**src/rtl/crank_wheel_emu.sv**
```systemverilog
// Purpose: 60-2 style crank trigger-wheel emulator producing a tooth square wave with a missing-tooth gap.
// Latency: wheel_out is registered one clk behind the pitch counter; first rise 2 clk after ena in IDLE.
// Backpressure: none on the tooth stream; pitch writes are held pending and acked at the next tooth boundary.
module crank_wheel_emu #(
    parameter int PERIOD_WIDTH = 24,
    parameter int TEETH        = 60,
    parameter int MISSING      = 2,
    parameter int MIN_PERIOD   = 4,
    parameter int RST_PERIOD   = 1000
) (
    input  logic                    clk,
    input  logic                    rst,
    input  logic                    ena,
    input  logic [PERIOD_WIDTH-1:0] period_in,
    input  logic                    period_wr,
    output logic                    period_ack,
    output logic                    wheel_out,
    output logic [7:0]              tooth_idx,
    output logic                    rev_out,
    output logic                    busy
);

    localparam logic [PERIOD_WIDTH-1:0] ONE           = PERIOD_WIDTH'(1);
    localparam logic [PERIOD_WIDTH-1:0] MIN_P         = PERIOD_WIDTH'(MIN_PERIOD);
    localparam logic [PERIOD_WIDTH-1:0] RST_P         = PERIOD_WIDTH'(RST_PERIOD);
    localparam logic [7:0]              LAST_TOOTH    = 8'(TEETH - 1);
    localparam logic [7:0]              FIRST_MISSING = 8'(TEETH - MISSING);

    typedef enum logic [1:0] {
        IDLE     = 2'd0,
        RUN      = 2'd1,
        STOPPING = 2'd2
    } state_t;

    state_t                  state;
    state_t                  state_nxt;

    logic [PERIOD_WIDTH-1:0] pc;
    logic [PERIOD_WIDTH-1:0] pc_nxt;
    logic [PERIOD_WIDTH-1:0] act;
    logic [PERIOD_WIDTH-1:0] act_nxt;
    logic [PERIOD_WIDTH-1:0] pend;
    logic [PERIOD_WIDTH-1:0] pend_nxt;
    logic [PERIOD_WIDTH-1:0] period_clamped;
    logic                    pend_flag;
    logic                    pend_flag_nxt;
    logic [7:0]              tooth_nxt;
    logic                    wheel_nxt;
    logic                    rev_nxt;
    logic                    ack_nxt;
    logic                    apply;
    logic                    running;
    logic                    boundary;
    logic                    real_tooth;
    logic                    high_phase;

    assign running        = (state != IDLE);
    assign busy           = running;
    assign boundary       = running && (pc == (act - ONE));
    assign real_tooth     = (tooth_idx < FIRST_MISSING);
    assign high_phase     = (pc < (act >> 1));
    assign period_clamped = (period_in < MIN_P) ? MIN_P : period_in;

    // Next-state, counter advance, pitch hand-over and tooth waveform decode.
    always_comb begin
        state_nxt = state;
        pc_nxt    = pc;
        tooth_nxt = tooth_idx;
        wheel_nxt = 1'b0;
        rev_nxt   = 1'b0;
        apply     = 1'b0;

        case (state)
            IDLE: begin
                pc_nxt    = '0;
                tooth_nxt = '0;
                if (ena) begin
                    state_nxt = RUN;
                    // A pitch written while idle takes effect on the very first tooth.
                    apply     = pend_flag;
                end
            end
            RUN, STOPPING: begin
                // Missing teeth never drive high; real teeth are high for the first floor(act/2) counts.
                wheel_nxt = real_tooth && high_phase;
                rev_nxt   = (pc == '0) && (tooth_idx == '0);
                if (boundary) begin
                    pc_nxt    = '0;
                    tooth_nxt = (tooth_idx == LAST_TOOTH) ? 8'd0 : (tooth_idx + 8'd1);
                    apply     = pend_flag;
                end else begin
                    pc_nxt = pc + ONE;
                end

                if (state == RUN) begin
                    if (!ena) begin
                        state_nxt = STOPPING;
                    end
                end else begin
                    // Re-asserting ena before the boundary resumes without disturbing the tooth.
                    if (ena) begin
                        state_nxt = RUN;
                    end else if (boundary) begin
                        state_nxt = IDLE;
                        pc_nxt    = '0;
                        tooth_nxt = '0;
                    end
                end
            end
            default: begin
                state_nxt = IDLE;
                pc_nxt    = '0;
                tooth_nxt = '0;
            end
        endcase

        // The boundary consumes the pend value held before this cycle; a write in the
        // same cycle stays pending and is handed over at the following boundary.
        act_nxt       = apply ? pend : act;
        ack_nxt       = apply;
        pend_nxt      = period_wr ? period_clamped : pend;
        pend_flag_nxt = period_wr | (pend_flag & ~apply);
    end

    // FSM state register.
    always_ff @(posedge clk or negedge rst) begin
        if (!rst) begin
            state <= IDLE;
        end else begin
            state <= state_nxt;
        end
    end

    // Counters, pitch registers and registered outputs; reset drops any pending pitch.
    always_ff @(posedge clk or negedge rst) begin
        if (!rst) begin
            pc         <= '0;
            tooth_idx  <= '0;
            act        <= RST_P;
            pend       <= RST_P;
            pend_flag  <= 1'b0;
            wheel_out  <= 1'b0;
            rev_out    <= 1'b0;
            period_ack <= 1'b0;
        end else begin
            pc         <= pc_nxt;
            tooth_idx  <= tooth_nxt;
            act        <= act_nxt;
            pend       <= pend_nxt;
            pend_flag  <= pend_flag_nxt;
            wheel_out  <= wheel_nxt;
            rev_out    <= rev_nxt;
            period_ack <= ack_nxt;
        end
    end

endmodule
```
**config.mk**
```make
export PLATFORM = sky130hd
export DESIGN_NAME = crank_wheel_emu
export DESIGN_NICKNAME = d
export VERILOG_FILES = /design/src/rtl/crank_wheel_emu.sv
export SDC_FILE = /design/constraint.sdc
export NUM_CORES = 1
export LEC_CHECK = 0
export BUFFER_PORTS_ARGS = -buffer_cell sky130_fd_sc_hd__buf_4
export CAP_MARGIN = 20
export CORE_MARGIN = 1.5
export CORE_UTILIZATION = 45
export DETAILED_ROUTE_END_ITERATION = 16
export PLACE_DENSITY_LB_ADDON = 0.15
export SYNTH_ARGS = -nofsm -noshare
export SYNTH_HDL_FRONTEND = slang
export SYNTH_SLANG_ARGS = --single-unit
```
**constraint.sdc**
```tcl
create_clock -name clk -period 4.5 [get_ports clk]
set_input_delay 0 -clock clk [delete_from_list [all_inputs] [get_ports clk]]
set_output_delay 0 -clock clk [all_outputs]
set_load 0.05 [all_outputs]
```
Word level (Yosys, flattened, before mapping)

Index checks and enable logic that the tools add are counted.

$add $sub $neg: 3
Multiply operators: 0
Div/mod/pow operators: 0
$lt $le $gt $ge: 3
Eq/ne operators: 7
Shifts and indexed selects: 0
Muxes and demuxes: 23
Bitwise operators: 3
Reductions and logical operators: 9

Operators with widths:

| operator                                                                       | number |
|---|---|
| 24-bit 2-to-1 mux                                                              | 6 |
| 8-bit 2-to-1 mux                                                               | 6 |
| 24-bit by 1-bit adder with 24-bit output (second input constant)               | 1 |
| 24-bit == test                                                                 | 1 |
| 24-bit logical NOT                                                             | 1 |
| 24-bit by 23-bit less-than comparator with 1-bit output                        | 1 |
| 24-bit by 3-bit less-than comparator with 1-bit output (second input constant) | 1 |
| 24-bit by 1-bit subtractor with 24-bit output (second input constant)          | 1 |
| 2-bit 2-to-1 mux                                                               | 5 |
| 8-bit by 1-bit adder with 8-bit output (second input constant)                 | 1 |
| 8-bit by 6-bit == test with 1-bit output (second input constant)               | 1 |
| 8-bit logical NOT                                                              | 1 |
| 8-bit by 6-bit less-than comparator with 1-bit output (second input constant)  | 1 |
| 1-bit 2-to-1 mux                                                               | 4 |
| 4-bit inequality test (second input constant)                                  | 1 |
| 2-bit case mux with 2 select lines                                             | 1 |
| 1-bit logical AND                                                              | 3 |
| 3-bit inequality test (second input constant)                                  | 1 |
| 3-bit AND reduction                                                            | 1 |
| 2-bit by 1-bit == test with 1-bit output (second input constant)               | 1 |
| 2-bit == test (second input constant)                                          | 1 |
| 2-bit logical NOT                                                              | 1 |
| 2-bit inequality test (second input constant)                                  | 1 |
| 1-bit case mux with 2 select lines                                             | 1 |
| other kinds (5)                                                                | 5 |

Flip-flop bits (word level): 86
Bits in latches: 0
RAM bits: 0
Bits in read-only memories: 0
Input bits: 28
Output and inout bits: 12
Logic and storage cells: 57
Memories: 0

Logic depth before layout (Yosys ltp)

Word-level depth: 8
Mapped depth: 13
Gate-level depth less buffers: 11

Worst setup path before layout

OpenSTA, ideal clock, no wires.

Kind: flip-flop to flip-flop
From: reg act[0]
To: reg act[16]
Setup time: 0.127 ns
Data arrival time: 3.239 ns
Required time: 4.373 ns
Path slack: 1.133 ns
Cell stages (with the launch flop): 12
Buffers on the path: 1
Clock period less this slack: 3.367 ns
Cells stage by stage: dfrtp_1 > inv_1 > ha_1 > or4b_2 > nor3_1 > xnor2_1 > nand4_1 > nor4b_4 > mux2i_2 > nor3b_4 > buf_6 > mux2_1

Longest elaborated chain between the ends: 5

RTL lines:

| item                                          | RTL line | RTL |
|---|---|---|
| start: declaration                            | 40       | `logic [PERIOD_WIDTH-1:0] act;` |
| start signal: assignment                      | 148      | `act <= act_nxt;` |
| 24-bit by 1-bit subtractor with 24-bit output | 59       | `assign boundary = running && (pc == (act - ONE));` |
| 24-bit == test                                | 59       |  |
| 1-bit logical AND                             | 59       |  |
| 1-bit 2-to-1 mux                              | 87       | `if (boundary) begin` |
| 1-bit case mux with 2 select lines            | 73       | `case (state)` |
| via ack_nxt                                   | 50       | `logic ack_nxt;` |

The timed path passes the listed nets, and every way through them passes these cells.
A chain may end at the register's enable or synchronous reset.

Worst setup path after layout

From: reg act[0]
To: reg act[2]

Longest elaborated chain between the ends: 5

RTL lines:

| item                                          | RTL line |
|---|---|
| 24-bit by 1-bit subtractor with 24-bit output | 59 |
| 24-bit == test                                | 59 |
| 1-bit logical AND                             | 59 |
| 1-bit 2-to-1 mux                              | 87 |
| 1-bit case mux with 2 select lines            | 73 |

Every way passes these cells.

==> out/metrics.yaml <==
yosys.area_share.simple: 0.194
overflow: 0
critPathMaxFanout: 25
worst_slew_pin_slew_ns: 0.653
cp_data_required_time_ns: 4.72
synth_fa_ha_area_frac: 0.0753
nets: 652
stdcell_count: 740
crit_path_end_kind: "flip-flop"
slew_headroom: 0.554
cts_resized: 0
fin_tns_setup_ns: 0
cpMaxStageDelayCell: "nor4b_2"
cts_root_buf: "clkbuf_16"
area_growth_pct: 18.2
design_area_sq_um: 6290
synth_edf_count: 0
drt_first_pass_iters: 6
clock_latency_ns: 0.34
holdPathStages: 2
power.density_nw_per_um2: 516
cts_buffer_depth: 2
syn_area_per_cell_sq_um: 9.92
gp_congestion: 0.890
diodes: 0
fmax_mhz: 261
synthesis.area_sq_um: 5320
io_pins: 40
ctsHtreeMaxLevel: 3
grt_use_total: 0.209
seq_area_frac_synth: 0.407
cp-start-kind: "flip-flop"
finalWorstSetupSlack_ns: 0.667
dp.cells: 698
cts_buffers: 9
irDropWorstVdd_mv: 0.478
crit_chain: "inv_1, ha_1, nor4b_2, and4_1, and4_1, o211ai_1, and3b_1, nor4b_4, mux2i_2, nor3b_4, buf_4, mux2_2"
whs_ns: 0.104
crit_type: "flip-flop to flip-flop"
vias: 4189
post_synth_inst_count: 536
row_count: 39
fin_crit_sh: 0.852
synthesis.nets: 596
maxCapViolations: 0
yosys.area.top_type_share: 0.348
period_minus_slack_ns: 3.83
status: "completed"
p_total_mw: 3.25
dp_hpwl_microns: 9270
yosys.area.top_type: "dfrtp_1"
design.core.area_sq_um: 11500
yosysMostFrequentCell: "dfrtp_1"
synth_area_leaders: "dfrtp_1 (35%), ha_1 (7.5%), dfstp_2 (5.9%), mux2_2 (5.5%), xor2_1 (4.3%)"
final_antenna_net_count: 0
cts_sinks: 86
die_x_microns: 112
grt_first_pass_wirelength_microns: 20900
worstPathArrival_ns: 4.06
grt_pass1_vias: 4136
port_buffers: 39
clk_pin_slew_ns: 0.06
hold_class: "primary input to flip-flop"
setup_viol: 0
wirelength_microns: 12600
grt_max_degree: 55
routed_via_density: 5.66
synth_top_family_by_area: "simple AND/OR/NAND/NOR gates"
synth-compound-area-share: 0.101
post_drt_wl_per_cell_microns: 17.1
cts_setup_buffers: 0
final_max_slew_viol_count: 0
fin_util: 0.548
cts_tree: "built"
rsz0062_at_grt: "no"
synth_warnings: 0
die-area_sq_um: 12500
synth-async-reset-ratio: 1.00
ys.flop_type: "dfrtp_1"
crit_path_max_incr_delay_ns: 0.48
die_y_microns: 112
antenna_found_initial: 0
muxShareOfSynthArea: 0.0993
ff2ff_path_depth: 12
synth_seq_cells: 86
hold_viol: 0
yosys.area_share.xor_xnor: 0.0741
path_common_cell: "and4_1"
clock_skew_ns: 0.00767
drive_above_1_share: 0.174
synth.top_cells.by_count: "dfrtp_1 (74), nor2_1 (47), inv_1 (40)"
synth_cell_types: 61
leakage_nw: 2.90
place_area_sq_um: 5710
drc: 0
dr.first_iter.drc_count: 389
initial_core_util: 0.464
dp_slack_ns: 0.697
-- per-layer routing --
metal  part of all wire  GRT usage  wire length (microns)  vias to the layer above
met1               0.49      0.291                   6150                     2041
met5                  0          0                      0                        -
met3              0.038     0.0359                    482                       21
met4              0.019     0.0776                    235                        0
met2               0.46      0.327                   5770                      106
li1                   -          -                      -                     2021
-- cells by family (layout without fill, tap and decap cells) --
family	Yosys count	count (layout)
xor+xnor	45	45
flops	86	86
compound gates	80	80
fa+ha+maj	32	32
mux	47	47
buf+inv	64	125
simple gates	182	182
-- path summary, 6_finish.rpt --
kind / end / from / slack, ns
worst max-delay path: act[2] / act[0] / 0.67
worst min-delay path: pend_flag / period_wr / 0.10
worst max register to register: act[2] / act[0] / 0.67
worst min register to register: act[15] / pend[15] / 0.49
max in group asynchronous: act[10] / rst / 3.32
min in group asynchronous: tooth_idx[7] / rst / 0.15
-- state kept, by name (all words and copies together), names as in the netlist --
register	cells
act	24
pc	24
pend	24
pend_flag	1
period_ack	1
rev_out	1
state	2
tooth_idx	8
wheel_out	1
-- layout by cell type (no fill, tap or decap), drive strengths merged, types with 4 or more instances in the layout --
cell	netlist	final
inv	40	41
o21ai	18	18
nand3	22	22
dlygate4sd3	0	26
nor3b	8	8
nand2	17	17
xor2	26	26
xnor2	19	19
nor2	47	47
a21oi	15	15
nor3	9	9
mux2	43	43
o31ai	4	4
nand2b	10	10
and3	14	14
clkbuf	19	11
ha	32	32
and4	5	5
mux2i	4	4
nor2b	5	5
dfrtp	74	74
a21o	13	13
dfstp	12	12
nand4	13	13
nor4	14	14
buf	5	43
-- what timing repair did --
action / 4_1_cts / 5_1_grt
endpoints found under the hold margin: 57 / 0
hold buffers: 26 / 0
endpoints found under the setup margin: 0 / 0
-- cell type report --
cell class | count | area, sq um
multi-input combinational | 386 | 2890
fill | 1011 | 5180
tap | 143 | 179
sequential | 86 | 2170
timing repair buffer | 69 | 583
clock buffer | 11 | 233
clock inverter | 5 | 82.6
inverter | 40 | 150
-- critical path, delay by kind of cell (launching register included) --
kind	cells	cell delay, ns
AOI/OAI and AO/OA	1	0.08
DFF	1	0.41
adders and majority gates	1	0.29
buffers and inverters	2	0.43
and+or+nand+nor	6	1.96
muxes	2	0.53
-- power by group --
group	switching, mW	internal [mW]
Combinational	0.708	0.535
Clock	0.303	0.489
Sequential	0.247	0.965
Total	1.26	1.99
No activity file was read; power rests on OpenSTA's default activity.
